==> config.mk <==
export PLATFORM = sky130hd
export DESIGN_NAME = alu_sequencer_flat
export DESIGN_NICKNAME = d
export VERILOG_FILES = /design/src/rtl/alu_sequencer_if.sv /design/src/rtl/alu_sequencer.sv /design/src/flat_wrapper.sv
export SDC_FILE = /design/constraint.sdc
export NUM_CORES = 1
export LEC_CHECK = 0
export ABC_AREA = 1
export CAP_MARGIN = 5
export CORE_MARGIN = 8
export CORE_UTILIZATION = 31
export CTS_CLUSTER_DIAMETER = 40
export CTS_CLUSTER_SIZE = 14
export DETAILED_ROUTE_END_ITERATION = 16
export PLACE_DENSITY = 0.51
export SYNTH_ARGS = -nofsm -noshare
export SYNTH_HDL_FRONTEND = slang
export SYNTH_SLANG_ARGS = --single-unit
==> constraint.sdc <==
create_clock -name clk -period 3 [get_ports clk]
set_input_delay 0.75 -clock clk [delete_from_list [all_inputs] [get_ports clk]]
set_output_delay 0.75 -clock clk [all_outputs]
set_load 0.02 [all_outputs]
==> src/rtl/alu_sequencer_if.sv <==
// Host/ALU-facing bus of the ALU command sequencer: program load, start,
// the instruction stream into the ALU and the status/fault record back out.
interface alu_sequencer_if #(
  parameter int ADDR_W = 4
);
  logic              load_en;
  logic [ADDR_W-1:0] load_addr;
  logic [19:0]       load_data;
  logic              start;
  logic [1:0]        error;

  logic [15:0]       A;
  logic [3:0]        opcode;
  logic              issue;
  logic              busy;
  logic              done;
  logic              fault;
  logic [ADDR_W-1:0] fault_pc;
  logic [1:0]        fault_code;

  // Host side: loads the program, starts it and plays the ALU error bus.
  modport master (
    output load_en, load_addr, load_data, start, error,
    input  A, opcode, issue, busy, done, fault, fault_pc, fault_code
  );

  // Sequencer side.
  modport slave (
    input  load_en, load_addr, load_data, start, error,
    output A, opcode, issue, busy, done, fault, fault_pc, fault_code
  );
endinterface

==> src/rtl/alu_sequencer.sv <==
// Steps a small (opcode, operand) program into the 16-bit ALU, one instruction
// per FETCH/ISSUE pair, with NO-OP in between; halts with a fault record on ALU error.
module alu_sequencer #(
  parameter int DEPTH  = 16,
  parameter int ADDR_W = $clog2(DEPTH)
) (
  input logic           clk,
  input logic           rst,
  alu_sequencer_if.slave bus
);

  typedef enum logic [2:0] {
    IDLE,
    FETCH,
    ISSUE,
    DONE,
    FAULT
  } state_t;

  typedef struct packed {
    logic [3:0]  op;
    logic [15:0] operand;
  } progWord_t;

  localparam logic [3:0]        OpNop  = 4'b0000;
  localparam logic [3:0]        OpHalt = 4'b0011;
  localparam logic [ADDR_W-1:0] LastPc = ADDR_W'(DEPTH - 1);

  state_t            state;
  logic [ADDR_W-1:0] pc;
  progWord_t         progMem [DEPTH];
  progWord_t         fetchWord;

  logic [15:0]       aReg;
  logic [3:0]        opReg;
  logic              issueReg;
  logic              busyReg;
  logic              doneReg;
  logic              faultReg;
  logic [ADDR_W-1:0] faultPcReg;
  logic [1:0]        faultCodeReg;

  logic              hostWindow;
  logic              memWe;

  // Host requests are only honoured while no program is running.
  assign hostWindow = (state == IDLE) || (state == DONE) || (state == FAULT);
  assign memWe      = hostWindow && bus.load_en;
  assign fetchWord  = progMem[pc];

  // NOTE: the program RAM has no reset on purpose; a loaded program must survive
  // rst, and leaving it out keeps the array mappable onto plain RAM.
  always_ff @(posedge clk) begin
    if (memWe) begin
      progMem[bus.load_addr] <= progWord_t'(bus.load_data);
    end
  end

  // NOTE: every register below is written with <= so all of them see the
  // pre-edge values of state/pc, regardless of statement order.
  always_ff @(posedge clk) begin
    if (rst) begin
      state        <= IDLE;
      pc           <= '0;
      aReg         <= '0;
      opReg        <= OpNop;
      issueReg     <= 1'b0;
      busyReg      <= 1'b0;
      doneReg      <= 1'b0;
      faultReg     <= 1'b0;
      faultPcReg   <= '0;
      faultCodeReg <= '0;
    end else begin
      case (state)
        IDLE, DONE, FAULT: begin
          aReg     <= '0;
          opReg    <= OpNop;
          issueReg <= 1'b0;
          // A simultaneous load wins; the start is dropped.
          if (bus.start && !bus.load_en) begin
            state        <= FETCH;
            pc           <= '0;
            busyReg      <= 1'b1;
            doneReg      <= 1'b0;
            faultReg     <= 1'b0;
            faultPcReg   <= '0;
            faultCodeReg <= '0;
          end
        end

        FETCH: begin
          if (fetchWord.op == OpHalt) begin
            state   <= DONE;
            busyReg <= 1'b0;
            doneReg <= 1'b1;
          end else begin
            state    <= ISSUE;
            opReg    <= fetchWord.op;
            aReg     <= fetchWord.operand;
            issueReg <= 1'b1;
          end
        end

        ISSUE: begin
          // The ALU captured this instruction at this edge; back to NO-OP so it holds.
          opReg    <= OpNop;
          aReg     <= '0;
          issueReg <= 1'b0;
          if (bus.error != 2'b00) begin
            state        <= FAULT;
            busyReg      <= 1'b0;
            faultReg     <= 1'b1;
            faultPcReg   <= pc;
            faultCodeReg <= bus.error;
          end else if (pc == LastPc) begin
            state   <= DONE;
            busyReg <= 1'b0;
            doneReg <= 1'b1;
          end else begin
            state <= FETCH;
            pc    <= pc + ADDR_W'(1);
          end
        end

        default: begin
          state    <= IDLE;
          busyReg  <= 1'b0;
          issueReg <= 1'b0;
          opReg    <= OpNop;
          aReg     <= '0;
        end
      endcase
    end
  end

  assign bus.A          = aReg;
  assign bus.opcode     = opReg;
  assign bus.issue      = issueReg;
  assign bus.busy       = busyReg;
  assign bus.done       = doneReg;
  assign bus.fault      = faultReg;
  assign bus.fault_pc   = faultPcReg;
  assign bus.fault_code = faultCodeReg;

  // HALT is a sequencer directive and must never reach the ALU.
  haltNeverIssued: assert property (@(posedge clk) disable iff (rst)
    issueReg |-> (opReg != OpHalt));

  busyTracksState: assert property (@(posedge clk)
    busyReg == ((state == FETCH) || (state == ISSUE)));

  doneFaultExclusive: assert property (@(posedge clk)
    !(doneReg && faultReg));

endmodule

==> src/flat_wrapper.sv <==
// flat-port wrapper written by rule: the top's interface ports become plain ports
module alu_sequencer_flat 
#(
  parameter int DEPTH  = 16,
  parameter int ADDR_W = $clog2(DEPTH)
)
  (clk, rst, bus_load_en, bus_load_addr, bus_load_data, bus_start, bus_error, bus_A, bus_opcode, bus_issue, bus_busy, bus_done, bus_fault, bus_fault_pc, bus_fault_code);
  alu_sequencer_if #(.ADDR_W(ADDR_W)) bus_i ();
  input logic clk;
  input logic rst;
  input wire logic [$bits(bus_i.load_en)-1:0] bus_load_en;
  input wire logic [$bits(bus_i.load_addr)-1:0] bus_load_addr;
  input wire logic [$bits(bus_i.load_data)-1:0] bus_load_data;
  input wire logic [$bits(bus_i.start)-1:0] bus_start;
  input wire logic [$bits(bus_i.error)-1:0] bus_error;
  output wire logic [$bits(bus_i.A)-1:0] bus_A;
  output wire logic [$bits(bus_i.opcode)-1:0] bus_opcode;
  output wire logic [$bits(bus_i.issue)-1:0] bus_issue;
  output wire logic [$bits(bus_i.busy)-1:0] bus_busy;
  output wire logic [$bits(bus_i.done)-1:0] bus_done;
  output wire logic [$bits(bus_i.fault)-1:0] bus_fault;
  output wire logic [$bits(bus_i.fault_pc)-1:0] bus_fault_pc;
  output wire logic [$bits(bus_i.fault_code)-1:0] bus_fault_code;
  assign bus_i.load_en = bus_load_en;
  assign bus_i.load_addr = bus_load_addr;
  assign bus_i.load_data = bus_load_data;
  assign bus_i.start = bus_start;
  assign bus_i.error = bus_error;
  assign bus_A = bus_i.A;
  assign bus_opcode = bus_i.opcode;
  assign bus_issue = bus_i.issue;
  assign bus_busy = bus_i.busy;
  assign bus_done = bus_i.done;
  assign bus_fault = bus_i.fault;
  assign bus_fault_pc = bus_i.fault_pc;
  assign bus_fault_code = bus_i.fault_code;
  alu_sequencer #(.DEPTH(DEPTH), .ADDR_W(ADDR_W)) u_core (.clk(clk), .rst(rst), .bus(bus_i));
endmodule
After elaboration in Yosys (flattened, before gate mapping):

Memories as Yosys holds them, arrays and structs flattened. A register that Yosys moved wholly into a read port is not among the register bits.
Cells that the tools add are included.

* flip-flop bits (word level): 37
* memories kept: 1
* logic and storage cells: 71
* output and inout bits: 30
* memory bits (writable): 320
* input bits: 30

* $add $sub $neg: 1
* muxes and demuxes: 30
* reductions and logical operators: 15
* bitwise logic cells: 1
* equal/unequal tests: 13

Memory list
* u_core.progMem: words 16, bits a word 20, rd ports 1, clocked after Yosys merged registers in 1, write ports 1, RTL line alu_sequencer.sv:31 `progWord_t progMem [DEPTH];`

Operators by type and width (count)
* $mux 4: 6
* $pmux 4 s2: 2
* $mux 1: 12
* $pmux 3 s3: 1
* $ne 2x1->1 const B: 4
* $eq 3x2->1 const B: 2
* $mux 2: 3
* $mux 3: 2
* $pmux 1 s3: 2
* $reduce_and 3->1: 2
* $reduce_and 5->1: 1
* $add 4x1->4 const B: 1
* $eq 4x2->1 const B: 1
* $eq 4x4->1 const B: 1
* $ne 2x2->1 const B: 2
* $pmux 2 s2: 1
* $reduce_and 4->1: 1
* $reduce_bool 2->1: 2
* $eq 3x1->1 const B: 1
* $eq 3x3->1 const B: 1
* $logic_not 3->1: 1
* $ne 3x1->1 const B: 1
* $reduce_bool 3->1: 1
* $reduce_or 3->1: 1
* other kinds (6): 8

Longest topological paths before layout:

Gate-level depths: netlist of run 1.

* depth after elaboration: 6
* depth in mapped cells: 17

Worst setup path before layout of run 1:

OpenSTA, ideal clock, no wires.

* path kind: register to register
* start point: register u_core.state[1]
* end point: memory u_core.progMem[10][0] in the netlist's numbering, enable pin
* data arrival time: 2.018 ns
* period minus slack after synthesis: 2.414 ns
* data required time: 2.603 ns
* path slack: 0.586 ns
* stages on the path, launching flop included: 7
* cell sequence: dfxtp_1 -> o21ai_1 -> a21oi_1 -> inv_1 -> nor2_1 -> nand3_1 -> nor2_1

* cells in the longest elaborated chain, start to end: 6

RTL lines
* start: declaration: RTL line alu_sequencer.sv:29 `state_t state;`
* start signal: assignment: RTL line alu_sequencer.sv:63 `state <= IDLE;`
* start signal: assignment: RTL line alu_sequencer.sv:81 `state <= FETCH;`
* start signal: assignment: RTL line alu_sequencer.sv:93 `state <= DONE;`
* $eq 3x2->1 or $logic_not 3->1 (tied branches): RTL line alu_sequencer.sv:47 `assign hostWindow = (state == IDLE) || (state == DONE) || (state == FAULT);`
* $logic_or 1x1->1: RTL line alu_sequencer.sv:47
* $logic_or 1x1->1 *: RTL line alu_sequencer.sv:47
* $logic_and 1x1->1 *: RTL line alu_sequencer.sv:48 `assign memWe = hostWindow && bus.load_en;`
* $mux 1 *: RTL line alu_sequencer.sv:54 `if (memWe) begin`
* $mux 1 (implied by the code) *: RTL line alu_sequencer.sv:55 `progMem[bus.load_addr] <= progWord_t'(bus.load_data);`
* end: declaration: RTL line alu_sequencer.sv:31

Mark *: on every way between the ends. The rest lies on a longest branch, timed or not.

==> results of run 1 <==
[per-layer routing]
metal  part of all wire  up-vias
met2               0.46      281
met3              0.059       57
li1                   -     4411
met4              0.020        0
met1               0.46     4531
met5                  0        -
[worst max-delay path, delay by kind of cell, from the launching register on]
| kind | cells | cell delay, ns |
|---|---|---|
| AO/OA/AOI/OAI | 1 | 0.14 |
| buffers and inverters | 2 | 0.97 |
| flip-flops | 1 | 0.35 |
| AND/OR/NAND/NOR | 8 | 0.92 |
[stage by stage]
stage | utilization | hold WS (ns) | instances | setup slack (ns) | power (mW)
6_report | 0.383 | 0.458 | 1905 | 0.503 | 13.4
5_1_grt | 0.383 | 0.475 | 1905 | 0.292 | 13.9
4_1_cts | 0.383 | 0.463 | 1905 | 0.494 | 13.5
3_5_place_dp | 0.347 | 0.453 | 1819 | 0.327 | 7.84
3_3_place_gp | 0.347 | 0.449 | 1819 | 0.309 | 7.84
2_1_floorplan | - | 0.443 | 1189 | 0.586 | 7.09
[area by class of cell]
class                      instances  area (µm²)  share of cell area
tap                              600         751              0.0431
sequential                       361       10400               0.599
clock buffer                      52        1250              0.0716
clock inverter                    34         373              0.0214
inverter                          73         282              0.0162
timing repair buffer             100        1070              0.0617
multi-input combinational        685        3250               0.187
[flip-flops by register name, indices dropped and copies added (netlist names), named ones only]
name / flops
u_core.bus.A: 16
u_core.bus.busy: 1
u_core.bus.done: 1
u_core.bus.fault: 1
u_core.bus.fault_code: 2
u_core.bus.fault_pc: 4
u_core.bus.issue: 1
u_core.bus.opcode: 4
u_core.pc: 4
u_core.progMem: 320
u_core.state: 3
[final timing paths]
path / endpoint / start
worst max-delay path: u_core.bus.busy$_SDFFE_PP0P_ / flop
worst min-delay path: u_core.bus.fault_pc[0]$_SDFFE_PP0P_ / u_core.bus.fault_pc[0]$_SDFFE_PP0P_
worst max register to register: u_core.bus.busy$_SDFFE_PP0P_ / flop
worst min register to register: u_core.bus.fault_pc[0]$_SDFFE_PP0P_ / u_core.bus.fault_pc[0]$_SDFFE_PP0P_
[placed cells by master, fill, tap and decap left out, types with 14 or more instances in the layout]
cell type | netlist | routed
a21oi_1 | 29 | 29
buf_12 | 0 | 14
buf_4 | 8 | 27
clkbuf_16 | 0 | 49
clkdlybuf4s50_1 | 0 | 59
dfxtp_1 | 41 | 38
edfxtp_1 | 320 | 320
inv_1 | 65 | 65
nand2_1 | 154 | 154
nand3_1 | 60 | 60
nor2_1 | 181 | 165
nor2_2 | 0 | 16
o21ai_0 | 143 | 143
o21ai_1 | 29 | 29
o221ai_1 | 19 | 19
o22ai_1 | 50 | 50
[Yosys cell counts, drive strengths merged]
master / instances
dfxtp: 41
nor3: 4
nand2: 158
ha: 1
o221ai: 19
buf: 31
clkbuf: 39
o21ai: 173
nor2: 183
nand3: 60
o211ai: 3
inv: 73
o22ai: 50
edfxtp: 320
o21bai: 2
a21oi: 31
nor3b: 1
[report_power, final]
| part | switching (mW) | internal, mW |
|---|---|---|
| Clock | 2.25 | 3.42 |
| Sequential | 0.0887 | 5.68 |
| Combinational | 1.34 | 0.604 |
[cell families after synthesis]
family / Yosys count / share of synthesized area
adder cells (fa/ha/maj): 1 / 0.000875
buffers and inverters: 143 / 0.0464
flip-flops: 361 / 0.729
AND/OR/NAND/NOR: 406 / 0.115
AO/OA/AOI/OAI: 278 / 0.108
==> impl_metrics.csv, run 1 <==
group,metric,value,unit
run_status,outcome,"finished clean",
route,ant_nets,0,
die,core,0.0455,mm²
layout,fill_cells,4429,
global_routing,use_met1,0.192,
route,dr_total_vias,9280,
die,die_x,231,µm
cts,post_cts_buffers,0,
yosys,yosys-top-cells-area,"edfxtp_1, dfxtp_1, o21ai_0, nor2_1, nand2_1",
global_routing,grt_pass1_wl,57.2,mm
layout,nets,1298,
die,die_area,0.0533,mm²
timing,period_needed,2.50,ns
yosys,yosys.area.top_type_share,0.672,
timing,hold_viol,0,
timing,drv_slew,0,
layout,area_delta_synth_final,21.7,%
worst_setup_path,cp_cell_sequence,"buf_4 > nand3_1 > nand3_1 > nand3_1 > nand2_2 > nor2_4 > nand2_2 > buf_4 > nand2_2 > a21oi_1 > nor2_1",
cts,clk_latency,0.56,ns
timing,worst_slew_pin_slew,0.899,ns
cts,post_cts_resize_count,0,
timing,rsz0062_at_grt,"no",
die,rows,78,
route,route.detailed.drc,0,
worst_setup_path,critPathArrivalTime,2.95,ns
placement,dp_hpwl,23.2,mm
route,wl,37.5,mm
timing,timing.fmax,400,MHz
yosys,ys_warn_count,0,
cts,clk_path_buf_depth,3,
worst_setup_path,critPathSlowestCell,"buf_4",
yosys,synth_area,0.0143,mm²
timing,relSlewSlack,0.401,
cts,postCtsHoldBufs,0,
worst_hold_path,hp-class,"flop to flop",
route,drt_iter0_markers,664,
pwr,irDropWorstVdd,400,µV
die,ios,60,
route,dr.pass1.iters,7,
layout,stdcell_area,0.0174,mm²
timing,finalSetupTns,0,ns
pwr,power_density,768,mW/mm²
worst_hold_path,hold-path-cell-count,2,
yosys,synth_fp_nets,1220,
global_routing,grt_start_max_net_pins,119,
worst_setup_path,cp_data_required_time,3.45,ns
cts,cts_root_buf,"clkbuf_16",
worst_setup_path,r2r_setup_slack,0.50,ns
cts,cts_made_buffers,46,
timing,finalCritPeriodShare,0.832,
cts,cts.sink_count,361,
route,wl_per_cell,19.7,µm
yosys,ys_ff_latch,361,
global_routing,top_usage_layer,"met2",
placement,place_congestion,0.833,
placement,portBuffers,59,
global_routing,overflow,0,
global_routing,use_met3,0.0293,
worst_setup_path,worstSetupPathType,"flop to flop",
yosys,synth_cells,1189,
global_routing,grt.total_usage,0.139,
worst_setup_path,cp_max_fo,80,
cts,cts_tree,"built",
flow_run,maxCapViolCount,0,
timing,setup_viol,0,
yosys,ys_types,29,
placement,postPlaceCellArea,0.0158,mm²
global_routing,first_global_vias,9114,
global_routing,met2_usage,0.222,
die,start_util,0.315,
timing,skew,0.0166,ns
layout,antenna_cells,0,
global_routing,antenna_found_initial,0,
worst_setup_path,rr_worst_depth,11,
worst_setup_path,cp_slowest_stage_delay,0.69,ns
worst_setup_path,end_kind,"flop",
layout,layout-drive-gt1-share,0.124,
cts,path_clk_slew,0.06,ns
worst_setup_path,critPathLaunchType,"flop",
cts,htree_levels,2,
route,vias_per_cell,4.87,
pwr,leakagePower,5.99,nW
yosys,yosysSeqAreaShare,0.729,
yosys,synth_top_area_cell,"edfxtp_1",
die,die_y,231,µm
yosys,syn_avg_cell_area,12.0,µm²
Power figures use the tool's default switching activity.
==> inputs of run 2 (changes only) <==
- PLACE_DENSITY: 0.51 -> 0.53
- clock period: 3 -> 2.2 ns (I/O delays scaled with it)
==> impl_metrics.csv, run 2 (synthesized netlist as in run 1, its figures left out) <==
group,metric,value,unit
run_status,outcome,"finished clean",
cts,cts_tree,"built",
pwr,finalPower,18.4,mW
global_routing,grt_start_max_net_pins,56,
worst_hold_path,hp-class,"flop to flop",
placement,dp_hpwl,26.0,mm
cts,htree_levels,2,
worst_setup_path,r2r-end,"u_core.bus.A[6]$_SDFFE_PP0N_",
pwr,power_density,1020,mW/mm²
placement,dpl.cell_count,1894,
worst_setup_path,cp_top_family,"buffers and inverters",
cts,cts_made_buffers,47,
die,die_area,0.0533,mm²
route,m1WireLength,18.4,mm
timing,period_needed,2.12,ns
layout,stdcell_count,1980,
cts,post_cts_buffers,0,
worst_setup_path,cp_slowest_stage_delay,0.64,ns
die,start_util,0.315,
timing,drv_slew,0,
worst_setup_path,crit_cells,1,
placement,dp_slack,-0.0531,ns
layout,layout_commonest_cell,"edfxtp_1",
placement,portBuffers,59,
route,wl_met3,3.00,mm
cts,cts.sink_count,361,
global_routing,antenna_found_initial,1,
layout,nets,1374,
worst_setup_path,cp_max_fo,2,
layout,final_cell_mix,"edfxtp_1, nor2_1, nand2_1, o21ai_0, buf_4",
layout,fill_cells,4384,
worst_setup_path,startpoint,"u_core.bus.busy$_SDFFE_PP0P_",
die,die_x,231,µm
pwr,seqPwrFrac,0.427,
timing,setup_slack,0.0821,ns
die,core,0.0455,mm²
cts,postCtsHoldBufs,0,
worst_setup_path,critPathArrivalTime,1.57,ns
timing,worst_slew_pin_slew,0.410,ns
pwr,switchingPower,5.02,mW
cts,path_clk_slew,0.06,ns
worst_setup_path,worstSetupPathType,"flop to output pin",
worst_setup_path,rr_worst_depth,12,
die,die_y,231,µm
worst_setup_path,end_kind,"output pin",
timing,rsz0062_at_grt,"yes",
layout,area_delta_synth_final,26.3,%
layout,antenna_cells,0,
route,met2_length,17.5,mm
worst_setup_path,cp_cell_sequence,"clkdlybuf4s50_1",
global_routing,first_global_vias,9585,
pwr,clock_power_share,0.410,
worst_setup_path,r2r_setup_slack,0.09,ns
cts,cts_root_buf,"clkbuf_16",
pwr,irDropWorstVdd,538,µV
cts,post_cts_resize_count,0,
flow_run,maxCapViolCount,0,
pwr,intPower,13.4,mW
route,vias_per_cell,4.91,
worst_setup_path,cp_num_buf_inv,1,
timing,timing.fmax,472,MHz
route,dr_total_vias,9714,
layout,multi_input_area,0.00326,mm²
route,wl_per_cell,20.1,µm
timing,setup_viol,0,
timing,finalSetupTns,0,ns
global_routing,grt.total_usage,0.146,
global_routing,overflow,0,
layout,largest_register_ffs,320,
layout,stdcell_area,0.0181,mm²
layout,seq_area,0.0104,mm²
route,wl,39.7,mm
timing,relSlewSlack,0.726,
timing,hold_viol,0,
layout,finish.utilization,0.397,
worst_setup_path,critPathSlowestCell,"clkdlybuf4s50_1",
pwr,leakagePower,6.40,nW
global_routing,grt_pass1_wl,59.6,mm
cts,clk_latency,0.57,ns
placement,place_congestion,0.815,
layout,layout-drive-gt1-share,0.165,
route,drt_iter0_markers,1056,
pwr,sw_frac_of_total,0.272,
timing,fin_hold_ws,0.457,ns
die,ios,60,
worst_setup_path,cp_data_required_time,1.65,ns
pwr,pwr-share-comb,0.163,
route,top_layer,"met4",
route,route.detailed.drc,0,
timing,skew,0.0205,ns
timing,finalCritPeriodShare,0.963,
worst_setup_path,critPathLaunchType,"flop",
placement,postPlaceCellArea,0.0165,mm²
cts,clk_path_buf_depth,3,
worst_setup_path,endpoint,"bus_busy",
route,dr.pass1.iters,5,
die,rows,78,
layout,regMostFlops,"u_core.progMem",
route,ant_nets,0,
-- run 2: cell types whose count changed in the layout (fill, tap and decap cells not counted), sizes merged --
cell / before / now
inv: 82 / 77
clkinvlp: 9 / 3
clkinv: 12 / 19
clkbuf: 52 / 56
buf: 41 / 116
-- run 2: power by group through the flow --
| stage | clock (mW) | combinational, mW | sequential, mW |
|---|---|---|---|
| after global routing | 7.98 | 3.29 | 7.90 |
| after CTS | 7.71 | 3.00 | 7.87 |
| after global placement | 0 | 2.98 | 8.01 |
| after floorplan | 0 | 1.57 | 8.09 |
| final | 7.56 | 3.01 | 7.88 |
| after detailed placement | 0 | 2.98 | 8.01 |
-- run 2: how the worst min path moves through the flow --
stage,start,end,depth (start not counted)
2_1_floorplan,u_core.pc[3]$_SDFFE_PP0P_,u_core.bus.fault_pc[3]$_SDFFE_PP0P_,2
3_3_place_gp,u_core.bus.fault_pc[3]$_SDFFE_PP0P_,u_core.bus.fault_pc[3]$_SDFFE_PP0P_,2
3_5_place_dp,u_core.bus.fault_pc[3]$_SDFFE_PP0P_,u_core.bus.fault_pc[3]$_SDFFE_PP0P_,2
4_1_cts,u_core.bus.fault_pc[3]$_SDFFE_PP0P_,u_core.bus.fault_pc[3]$_SDFFE_PP0P_,2
5_1_grt,u_core.bus.fault_code[0]$_SDFFE_PP0P_,u_core.bus.fault_code[0]$_SDFFE_PP0P_,2
6_report,u_core.bus.fault_pc[3]$_SDFFE_PP0P_,u_core.bus.fault_pc[3]$_SDFFE_PP0P_,2
-- run 2: metal layers --
layer | vias up | track usage
met3 | 57 | 0.0298
li1 | 4564 | -
met5 | - | 0
met1 | 4741 | 0.207
met4 | 0 | 0.0436
met2 | 352 | 0.224
-- run 2: worst min-delay path: stages, from the launching register on --
cell,delay [ns]
dfxtp_1,0.30
nand2_1,0.06
a21oi_1,0.05
-- run 2: cell type report --
cell class,count,area share
clock inverter,30,0.0164
sequential,361,0.578
multi-input combinational,685,0.180
inverter,73,0.0159
clock buffer,56,0.0699
timing repair buffer,175,0.0985
tap,600,0.0415
==> inputs of run 3 (changes only) <==
- GPL_ROUTABILITY_DRIVEN: unset -> 0
==> results of run 3 <==
The final DEF is identical to that of run 2; final timing and power are the same.
